$ cat config.mk
export PLATFORM = sky130hd
export DESIGN_NAME = pulse_stretcher_flat
export DESIGN_NICKNAME = d
export VERILOG_FILES = /design/src/rtl/pulse_stretcher_pkg.sv /design/src/rtl/pulse_stretcher_if.sv /design/src/rtl/pulse_stretcher_sat_counter.sv /design/src/rtl/pulse_stretcher.sv /design/src/flat_wrapper.sv
export SDC_FILE = /design/constraint.sdc
export NUM_CORES = 1
export LEC_CHECK = 0
export CAP_MARGIN = 20
export CORE_MARGIN = 4
export CORE_UTILIZATION = 53
export DETAILED_ROUTE_END_ITERATION = 12
export PLACE_DENSITY_LB_ADDON = 0.05
export SKIP_CTS_REPAIR_TIMING = 1
export SLEW_MARGIN = 20
export SYNTH_ARGS = -nofsm -noshare
export SYNTH_HDL_FRONTEND = slang
export SYNTH_SLANG_ARGS = --single-unit
$ cat constraint.sdc
create_clock -name clock -period 2.72 [get_ports clock]
set_clock_uncertainty 0.2 [all_clocks]
set_input_delay 0.544 -clock clock [delete_from_list [all_inputs] [get_ports clock]]
set_output_delay 0.544 -clock clock [all_outputs]
set_load 0.1 [all_outputs]
$ cat src/rtl/pulse_stretcher_pkg.sv
// Shared types and helpers for the pulse stretcher: FSM state encoding and
// the width of the shared HOLD/GAP down-counter.
package pulse_stretcher_pkg;

  typedef enum logic [1:0] {
    IDLE = 2'd0,
    HOLD = 2'd1,
    GAP  = 2'd2
  } state_t;

  // Bits needed to hold max(hold, gap) - 1, never less than one bit so the
  // counter stays a real vector for the degenerate 1/1 configuration.
  function automatic int cnt_width(input int hold_cycles, input int gap_cycles);
    int longest;
    int w;
    longest = (hold_cycles > gap_cycles) ? hold_cycles : gap_cycles;
    w       = $clog2(longest);
    return (w < 1) ? 1 : w;
  endfunction

endpackage

$ cat src/rtl/pulse_stretcher_if.sv
// Event/indicator bundle between pulse-producing control logic (master) and
// the pulse stretcher (slave).
interface pulse_stretcher_if #(
  parameter int MISS_W = 8
);
  logic              pulse_in;
  logic              miss_clr;
  logic              level_out;
  logic              busy;
  logic              pending;
  logic [MISS_W-1:0] miss_count;

  modport master (
    output pulse_in,
    output miss_clr,
    input  level_out,
    input  busy,
    input  pending,
    input  miss_count
  );

  modport slave (
    input  pulse_in,
    input  miss_clr,
    output level_out,
    output busy,
    output pending,
    output miss_count
  );
endinterface

$ cat src/rtl/pulse_stretcher_sat_counter.sv
// Saturating up-counter used for the dropped-event tally. A clear in the same
// cycle as an increment wins, so software never sees a stale count after clr.
module sat_counter #(
  parameter int W = 8
) (
  input  logic         clock,
  input  logic         reset_n,
  input  logic         i_inc,
  input  logic         i_clr,
  output logic [W-1:0] o_count
);

  localparam logic [W-1:0] CNT_MAX = '1;

  logic [W-1:0] r_count;

  // Count register: clear beats increment, increment stops at all-ones.
  always_ff @(posedge clock or negedge reset_n) begin
    if (!reset_n) begin
      r_count <= '0;
    end else if (i_clr) begin
      r_count <= '0;
    end else if (i_inc && (r_count != CNT_MAX)) begin
      r_count <= r_count + 1'b1;
    end
  end

  assign o_count = r_count;

endmodule

$ cat src/rtl/pulse_stretcher.sv
// Pulse stretcher: turns single-cycle events into a HOLD_CYCLES-long high
// level followed by a guaranteed GAP_CYCLES-long low gap. One event arriving
// during the gap is queued; events that can never be shown are counted.
// Optional build macro: PULSE_STRETCHER_RETRIGGER_EN -- when defined, an event
// during the high period restarts it instead of being dropped.
module pulse_stretcher
  import pulse_stretcher_pkg::*;
#(
  parameter int HOLD_CYCLES = 1_000_000,
  parameter int GAP_CYCLES  = 100_000,
  parameter int MISS_W      = 8
) (
  input  logic              clock,
  input  logic              reset_n,
  pulse_stretcher_if.slave  bus
);

  localparam int CNT_W = cnt_width(HOLD_CYCLES, GAP_CYCLES);
  localparam logic [CNT_W-1:0] HOLD_LOAD = CNT_W'(HOLD_CYCLES - 1);
  localparam logic [CNT_W-1:0] GAP_LOAD  = CNT_W'(GAP_CYCLES - 1);

  state_t             r_state;
  logic [CNT_W-1:0]   r_cnt;
  logic               r_level;
  logic               r_busy;
  logic               r_pending;

  state_t             w_state_next;
  logic [CNT_W-1:0]   w_cnt_next;
  logic               w_level_next;
  logic               w_busy_next;
  logic               w_pending_next;
  logic               w_miss_inc;
  logic [MISS_W-1:0]  w_miss_count;
  logic               w_cnt_zero;

  assign w_cnt_zero = (r_cnt == '0);

  // Next-state, counter and registered-output decode for IDLE/HOLD/GAP.
  always_comb begin
    w_state_next   = r_state;
    w_cnt_next     = r_cnt;
    w_pending_next = r_pending;
    w_miss_inc     = 1'b0;

    unique case (r_state)
      IDLE: begin
        if (bus.pulse_in) begin
          w_state_next = HOLD;
          w_cnt_next   = HOLD_LOAD;
        end
      end

      HOLD: begin
`ifdef PULSE_STRETCHER_RETRIGGER_EN
        if (bus.pulse_in) begin
          w_cnt_next = HOLD_LOAD;
        end else if (w_cnt_zero) begin
          w_state_next = GAP;
          w_cnt_next   = GAP_LOAD;
        end else begin
          w_cnt_next = r_cnt - 1'b1;
        end
`else
        // The high period is fixed; anything arriving now is lost.
        w_miss_inc = bus.pulse_in;
        if (w_cnt_zero) begin
          w_state_next = GAP;
          w_cnt_next   = GAP_LOAD;
        end else begin
          w_cnt_next = r_cnt - 1'b1;
        end
`endif
      end

      GAP: begin
        if (w_cnt_zero) begin
          if (r_pending || bus.pulse_in) begin
            // The queued event (or a fresh one) starts the next high period;
            // a fresh event on top of a queued one has nowhere to go.
            w_state_next   = HOLD;
            w_cnt_next     = HOLD_LOAD;
            w_pending_next = 1'b0;
            w_miss_inc     = r_pending && bus.pulse_in;
          end else begin
            w_state_next = IDLE;
          end
        end else begin
          w_cnt_next = r_cnt - 1'b1;
          if (bus.pulse_in) begin
            if (r_pending) begin
              w_miss_inc = 1'b1;
            end else begin
              w_pending_next = 1'b1;
            end
          end
        end
      end

      default: begin
        w_state_next   = IDLE;
        w_cnt_next     = '0;
        w_pending_next = 1'b0;
      end
    endcase

    w_level_next = (w_state_next == HOLD);
    w_busy_next  = (w_state_next != IDLE);
  end

  // State, counter and output registers; reset drops the level immediately.
  always_ff @(posedge clock or negedge reset_n) begin
    if (!reset_n) begin
      r_state   <= IDLE;
      r_cnt     <= '0;
      r_level   <= 1'b0;
      r_busy    <= 1'b0;
      r_pending <= 1'b0;
    end else begin
      r_state   <= w_state_next;
      r_cnt     <= w_cnt_next;
      r_level   <= w_level_next;
      r_busy    <= w_busy_next;
      r_pending <= w_pending_next;
    end
  end

  sat_counter #(
    .W (MISS_W)
  ) u_miss (
    .clock   (clock),
    .reset_n (reset_n),
    .i_inc   (w_miss_inc),
    .i_clr   (bus.miss_clr),
    .o_count (w_miss_count)
  );

  assign bus.level_out  = r_level;
  assign bus.busy       = r_busy;
  assign bus.pending    = r_pending;
  assign bus.miss_count = w_miss_count;

endmodule
$ cat src/flat_wrapper.sv
// flat-port wrapper written by rule: the top's interface ports become plain ports
module pulse_stretcher_flat import pulse_stretcher_pkg::*;
#(
  parameter int HOLD_CYCLES = 1_000_000,
  parameter int GAP_CYCLES  = 100_000,
  parameter int MISS_W      = 8
)
  (clock, reset_n, bus_pulse_in, bus_miss_clr, bus_level_out, bus_busy, bus_pending, bus_miss_count);
  pulse_stretcher_if #(.MISS_W(MISS_W)) bus_i ();
  input  logic clock;
  input  logic reset_n;
  input wire logic [$bits(bus_i.pulse_in)-1:0] bus_pulse_in;
  input wire logic [$bits(bus_i.miss_clr)-1:0] bus_miss_clr;
  output wire logic [$bits(bus_i.level_out)-1:0] bus_level_out;
  output wire logic [$bits(bus_i.busy)-1:0] bus_busy;
  output wire logic [$bits(bus_i.pending)-1:0] bus_pending;
  output wire logic [$bits(bus_i.miss_count)-1:0] bus_miss_count;
  assign bus_i.pulse_in = bus_pulse_in;
  assign bus_i.miss_clr = bus_miss_clr;
  assign bus_level_out = bus_i.level_out;
  assign bus_busy = bus_i.busy;
  assign bus_pending = bus_i.pending;
  assign bus_miss_count = bus_i.miss_count;
  pulse_stretcher #(.HOLD_CYCLES(HOLD_CYCLES), .GAP_CYCLES(GAP_CYCLES), .MISS_W(MISS_W)) u_core (.clock(clock), .reset_n(reset_n), .bus(bus_i));
endmodule
==> flow_metrics.py, run 1 <==
metrics = {
    "worst_setup_path": {
        "cp-end-kind": "register",
        "r2r_cells": 6,
        "reg2reg_to": "u_core.r_cnt[7]$_DFFE_PN0P_",
        "path_cells": "or4_1, or4b_4, o21ai_0, buf_4, a211o_1, o22ai_1",
        "cp_slowest_cell": "or4b_4",
        "worstPathArrival_ns": 2.62,
        "crit_path_max_incr_delay_ns": 0.60,
        "critPathCapture": "u_core.r_cnt[7]$_DFFE_PN0P_",
        "crit_fanout": 8,
        "crit_start": "u_core.r_cnt[7]$_DFFE_PN0P_",
        "path_class": "register to register",
        "required_ns": 2.68,
        "start_kind": "register",
        "regToRegSetupSlack_ns": 0.06,
        "r2r-start": "u_core.r_cnt[7]$_DFFE_PN0P_",
    },
    "logic_synthesis": {
        "yosysSeqAreaShare_pct": 39.83,
        "async_flop_share_pct": 100.0,
        "syn_nets": 231,
        "synthCells": 220,
        "synth_edf_count": 0,
        "synthTopCellsByArea": "dfrtp_1 40%, ha_1 4.2%, a21oi_1 3.1%",
        "synth_area_mm2": 0.002073,
        "synth_top_area_cell": "dfrtp_1",
        "ys_warn_count": 0,
        "ys_types": 53,
        "synthFlopType": "dfrtp_1",
        "synthDominantCellAreaShare_pct": 39.83,
        "syn_area_per_cell_um2": 9.424,
        "ys_seq_elements": 33,
    },
    "placed_design": {
        "port_buffers": 14,
        "place_area_mm2": 0.002352,
        "dp_hpwl_mm": 3.670,
        "gp_congestion": 0.9105,
        "place_ws_ns": -0.05220,
        "numPlacedInstances": 291,
    },
    "outcome": {
        "status": "finished, final reports clean",
    },
    "final_layout": {
        "final_area_mm2": 0.002475,
        "final_nets": 261,
        "multi_input_area_mm2": 0.001186,
        "antenna_cells": 0,
        "drive_gt1_share_pct": 21.91,
        "final_cells": 299,
        "fillers": 302,
        "area_growth_pct": 19.37,
        "register_area_um2": 825.8,
    },
    "detailed_routing": {
        "drt_iter0_markers": 273,
        "firstDrtPassIters": 6,
        "wirelength_mm": 5.183,
        "ant_nets": 0,
        "viasPerCell": 6.532,
        "vias": 1953,
        "wl_per_cell_um": 17.33,
        "drc_errors": 0,
    },
    "floorplanning": {
        "chipHeight_um": 70.55,
        "num_rows": 22,
        "start_util_pct": 55.79,
        "dieArea_mm2": 0.004977,
        "io_pins": 15,
        "die_x_um": 70.55,
        "fp.coreArea_mm2": 0.003716,
    },
    "power_and_ir_drop": {
        "powerDensity_mw_per_mm2": 1020,
        "ir_drop_mv": 0.7949,
        "p_leak_nw": 1.058,
    },
    "timing": {
        "min_period_ns": 2.661,
        "finalHoldViolations": 0,
        "relSlewSlack_pct": 63.05,
        "whs_ns": 0.3653,
        "drv_slew": 0,
        "fmax_mhz": 375.8,
        "rsz0062_at_grt": "false",
        "min_period_over_period_pct": 97.84,
        "final.setup.tns_ns": 0,
        "tightest_slew_ns": 0.5510,
        "setup_viol": 0,
        "setup_ws_ns": 0.05882,
    },
    "clocking": {
        "clk_pin_slew_ns": 0.07,
        "insertion_delay_ns": 0.28,
        "cts_max_level": 2,
        "cts_made_buffers": 5,
        "cts_tree": "built",
        "cts_buffer_depth": 2,
        "clock-sinks": 33,
        "cts_root_buffer": "clkbuf_8",
    },
    "global_route": {
        "antenna_found_initial": 0,
        "grt_max_degree": 34,
        "gr-usage-all-layers_pct": 21.86,
        "first_global_vias": 1899,
        "grt_pass1_wl_mm": 8.797,
        "gr-total-overflow": 0,
    },
    "min_path": {
        "hold_path_class": "register to register",
    },
    "flow_run": {
        "drv_cap": 0,
    },
}
-- stage by stage --
| step | util [%] | power (mW) |
|---|---|---|
| floorplan | - | 1.724 |
| global placement | 63.30 | 2.049 |
| detailed placement | 63.30 | 2.100 |
| CTS | 65.52 | 2.463 |
| global route | 66.60 | 2.691 |
| finish | 66.60 | 2.524 |
-- cell families (layout without fill, tap and decap cells) --
group                      after synthesis  count (layout)  synth area share (%)
muxes                                    1               1                0.4828
buffers and inverters                   21              52                 4.888
DFF                                     33              33                 39.83
AOI/OAI and AO/OA                       69              69                 23.66
xor gates and xnor gates                 7               7                 2.957
and+or+nand+nor                         82              82                 23.96
adders and majority gates                7               7                 4.224
-- critical path, delay by kind of cell (launching register included) --
family,cells,cell delay [ns]
AOI/OAI and AO/OA,3,0.59
buffers and inverters,1,0.17
DFF,1,0.41
and+or+nand+nor,2,1.17
-- per-layer routing --
metal  up-vias  routed length, µm  track usage [%]
li1        912                  -                -
met1       925               2183            29.14
met2        92               2503            34.93
met3        24                334            3.551
met4         0                161            10.23
met5         -                  0                0
-- how the worst min path moves through the flow --
stage | startpoint | end | slack [ns] | cells past startpoint
6_report | u_core.r_cnt[10]$_DFFE_PN0P_ | u_core.r_cnt[10]$_DFFE_PN0P_ | 0.37 | 2
5_1_grt | u_core.r_cnt[10]$_DFFE_PN0P_ | u_core.r_cnt[10]$_DFFE_PN0P_ | 0.40 | 2
4_1_cts | u_core.r_cnt[10]$_DFFE_PN0P_ | u_core.r_cnt[10]$_DFFE_PN0P_ | 0.36 | 2
3_5_place_dp | u_core.r_cnt[10]$_DFFE_PN0P_ | u_core.r_cnt[10]$_DFFE_PN0P_ | 0.34 | 2
3_3_place_gp | u_core.r_cnt[10]$_DFFE_PN0P_ | u_core.r_cnt[10]$_DFFE_PN0P_ | 0.32 | 2
2_1_floorplan | reset_n | u_core.bus.busy$_DFF_PN0_ | 0.05 | 0
-- sequential cells by signal, indices dropped and copies added (netlist names) --
| register | flops |
|---|---|
| u_core.r_cnt | 20 |
| u_core.u_miss.o_count | 8 |
| u_core.r_state | 2 |
| u_core.bus.busy | 1 |
| u_core.bus.level_out | 1 |
| u_core.bus.pending | 1 |
-- placed cells by master (no fill, tap or decap), types with 3 or more instances in the layout --
cell             synthesis  final
a21o_1                   3      3
o22ai_1                  3      3
nand4_1                  7      7
clkdlybuf4s50_1          0      3
nor2_1                  17     17
o22a_1                   5      5
or2_2                    3      3
or3_1                    3      3
ha_1                     7      7
or4_1                    6      6
and3_1                   3      3
a21oi_1                 13     12
a221o_1                  3      3
nand2_1                  7      7
inv_1                    8      8
nand3_1                  6      6
clkbuf_8                 0      5
xor2_1                   6      6
o31ai_1                  5      5
dfrtp_1                 33     33
buf_4                    1     32
a211oi_1                 5      5
o41ai_1                  4      3
a31oi_1                  6      6
nor3_1                   9      9
o21ai_0                 10     10
-- report_power, final --
| part | switching, mW | internal [mW] |
|---|---|---|
| Clock | 0.178 | 0.177 |
| Sequential | 0.166 | 0.638 |
| Combinational | 0.812 | 0.553 |
| Total | 1.16 | 1.37 |
-- area by class of cell --
type	instances	area share, %
Sequential cell	33	33.37
Multi-Input combinational cell	166	47.93
Inverter	8	1.213
Tap cell	48	2.427
Clock buffer	6	2.932
Clock inverter	2	0.4044
Timing Repair Buffer	36	11.73
-- cells in the mapped netlist (2+ instances only) --
| cell | instances |
|---|---|
| a21o_1 | 3 |
| nand2b_1 | 2 |
| o22ai_1 | 3 |
| a22oi_1 | 2 |
| ha_1 | 7 |
| nor2_1 | 17 |
| nand2_1 | 7 |
| a211oi_1 | 5 |
| o22a_1 | 5 |
| or2_1 | 2 |
| buf_2 | 3 |
| o21bai_1 | 2 |
| a221o_1 | 3 |
| o211ai_1 | 2 |
| nor3_1 | 9 |
| inv_1 | 8 |
| nand3_1 | 6 |
| nor2b_1 | 2 |
| and3_1 | 3 |
| o41ai_1 | 4 |
| nor4_1 | 3 |
| or3_1 | 3 |
| or4_1 | 6 |
| dfrtp_1 | 33 |
| or2_2 | 3 |
| clkbuf_1 | 6 |
| xor2_1 | 6 |
| a21oi_1 | 13 |
| a31oi_1 | 6 |
| o31ai_1 | 5 |
| buf_6 | 2 |
| nand4_1 | 7 |
| o21ai_0 | 10 |
| a211o_1 | 2 |
| nor4b_2 | 2 |
Power figures use the tool's default switching activity.
==> inputs of run 2 (changes only) <==
--- a/config.mk
+++ b/config.mk
@@ -10,6 +10,7 @@
 export CORE_UTILIZATION = 53
 export DETAILED_ROUTE_END_ITERATION = 12
 export PLACE_DENSITY_LB_ADDON = 0.05
+export REMOVE_ABC_BUFFERS = 1
 export SKIP_CTS_REPAIR_TIMING = 1
 export SLEW_MARGIN = 20
 export SYNTH_ARGS = -nofsm -noshare
==> run 2 against run 1 <==
  * Utilization rose by 3.8 points
  * Largest cell class unchanged
  * Final cell count is 2.0% higher
  * Global-route usage up 0.49 points
==> flow_metrics.py, run 2 (synthesized netlist as in run 1, its figures left out) <==
metrics = {
    "final_layout": {
        "final_cell_mix": "33 x buf_4, 33 x dfrtp_1, 17 x nor2_1",
        "largest_reg_flops": 20,
        "final_util_pct": 70.37,
        "final_nets": 267,
        "area_growth_pct": 26.13,
        "final_cells": 305,
        "drive_gt1_share_pct": 24.51,
        "regMostFlops": "u_core.r_cnt",
        "antenna_cells": 0,
    },
    "detailed_routing": {
        "vias": 1963,
        "wl_per_cell_um": 17.60,
        "wirelength_mm": 5.369,
        "firstDrtPassIters": 4,
        "drt_iter0_markers": 149,
        "viasPerCell": 6.436,
        "ant_nets": 0,
        "drc_errors": 0,
    },
    "power_and_ir_drop": {
        "powerDensity_mw_per_mm2": 1040,
        "fin_total_pwr_mw": 2.720,
        "p_leak_nw": 1.119,
        "ir_drop_mv": 0.8265,
        "p_switching_mw": 1.174,
        "clockPowerShare_pct": 17.7,
        "switching_share_pct": 43.17,
        "internal_power_mw": 1.546,
        "p_comb_share_pct": 52.4,
        "seqPwrFrac_pct": 29.9,
    },
    "worst_setup_path": {
        "regToRegSetupSlack_ns": 0.02,
        "r2r_cells": 8,
        "start_kind": "register",
        "path_class": "register to register",
        "r2r-start": "u_core.r_cnt[7]$_DFFE_PN0P_",
        "reg2reg_to": "u_core.r_cnt[4]$_DFFE_PN0P_",
        "cp-end-kind": "register",
        "required_ns": 2.70,
        "crit_fanout": 8,
        "worstPathArrival_ns": 2.68,
    },
    "clocking": {
        "cts_root_buffer": "clkbuf_8",
        "cts_max_level": 2,
        "insertion_delay_ns": 0.29,
        "clk_pin_slew_ns": 0.07,
        "clock-sinks": 33,
        "cts_buffer_depth": 2,
        "cts_made_buffers": 5,
        "cts_tree": "built",
    },
    "min_path": {
        "holdPathStages": 2,
        "holdPathEnd": "u_core.r_cnt[10]$_DFFE_PN0P_",
        "worstHoldStart": "u_core.r_cnt[10]$_DFFE_PN0P_",
        "hold_path_class": "register to register",
    },
    "floorplanning": {
        "num_rows": 22,
        "chipHeight_um": 70.55,
        "die_x_um": 70.55,
        "dieArea_mm2": 0.004977,
        "fp.coreArea_mm2": 0.003716,
        "io_pins": 15,
        "start_util_pct": 55.79,
    },
    "timing": {
        "min_period_ns": 2.703,
        "fmax_mhz": 370.0,
        "finalHoldViolations": 0,
        "tightest_slew_ns": 0.5190,
        "final.setup.tns_ns": 0,
        "relSlewSlack_pct": 65.19,
        "min_period_over_period_pct": 99.37,
        "setup_ws_ns": 0.01701,
        "setup_viol": 0,
        "drv_slew": 0,
        "rsz0062_at_grt": "true",
    },
    "outcome": {
        "status": "finished, final reports clean",
    },
    "placed_design": {
        "place_ws_ns": 0.02387,
        "port_buffers": 14,
        "gp_congestion": 0.8765,
        "dp_hpwl_mm": 3.610,
        "numPlacedInstances": 292,
    },
    "global_route": {
        "grt_max_degree": 34,
        "grt_pass1_wl_mm": 8.928,
        "first_global_vias": 1888,
        "gr-usage-all-layers_pct": 22.35,
        "gr-total-overflow": 0,
        "antenna_found_initial": 0,
    },
    "flow_run": {
        "drv_cap": 0,
    },
}
-- run 2: power by group through the flow --
stage          registers [mW]  logic (mW)  clock network, mW
4_1_cts                 0.797        1.29              0.488
3_3_place_gp            0.796        1.25                  0
3_5_place_dp            0.804        1.28                  0
6_report                0.813        1.42              0.482
2_1_floorplan           0.976       0.697                  0
5_1_grt                 0.837        1.54              0.518
-- run 2: how the worst max path moves through the flow --
stage / slack, ns / depth (start not counted) / endpoint / from
2_1_floorplan: -0.24 / 5 / u_core.r_cnt[3]$_DFFE_PN0P_ / u_core.r_cnt[11]$_DFFE_PN0P_
3_3_place_gp: 0.06 / 6 / u_core.r_cnt[18]$_DFFE_PN0P_ / u_core.r_cnt[12]$_DFFE_PN0P_
3_5_place_dp: 0.02 / 6 / u_core.r_cnt[12]$_DFFE_PN0P_ / u_core.r_cnt[11]$_DFFE_PN0P_
4_1_cts: -0.02 / 7 / u_core.r_cnt[4]$_DFFE_PN0P_ / u_core.r_cnt[11]$_DFFE_PN0P_
5_1_grt: -0.06 / 8 / u_core.r_cnt[4]$_DFFE_PN0P_ / u_core.r_cnt[7]$_DFFE_PN0P_
6_report: 0.02 / 8 / u_core.r_cnt[4]$_DFFE_PN0P_ / u_core.r_cnt[7]$_DFFE_PN0P_
-- run 2: stage by stage --
step	hold slack, ns	instance area [µm²]
after detailed placement	0.3551	2360
after global placement	0.3252	2360
after floorplan	0.04841	2002
after CTS	0.3711	2476
after global routing	0.4052	2615
final	0.3688	2615
-- run 2: critical path: stages (launching register included) --
cell	delay [ns]
dfrtp_1	0.41
or4_4	0.53
or4b_4	0.54
buf_8	0.16
o31ai_4	0.22
buf_12	0.16
buf_12	0.11
a21oi_1	0.04
o22a_1	0.21
-- run 2: layer usage --
layer	vias up	wire (µm)	track usage, %
li1	918	-	-
met1	952	2254	29.30
met2	78	2651	35.03
met3	15	315	4.688
met4	0	147	11.48
met5	-	0	0
-- run 2: area by class of cell --
class	instances	area [µm²]
Clock buffer	7	86.33
Clock inverter	1	30.03
Fill cell	267	1101
Inverter	8	30.03
Multi-Input combinational cell	166	1189
Sequential cell	33	825.8
Tap cell	48	60.06
Timing Repair Buffer	42	394.1
==> inputs of run 3 (changes only) <==
--- a/config.mk
+++ b/config.mk
@@ -8,6 +8,7 @@
 export CAP_MARGIN = 20
 export CORE_MARGIN = 4
 export CORE_UTILIZATION = 53
+export CTS_CLUSTER_DIAMETER = 100
 export DETAILED_ROUTE_END_ITERATION = 12
 export PLACE_DENSITY_LB_ADDON = 0.05
 export REMOVE_ABC_BUFFERS = 1
==> results of run 3 <==
Same layout as run 2: the final DEF is identical, and so are final timing and power.
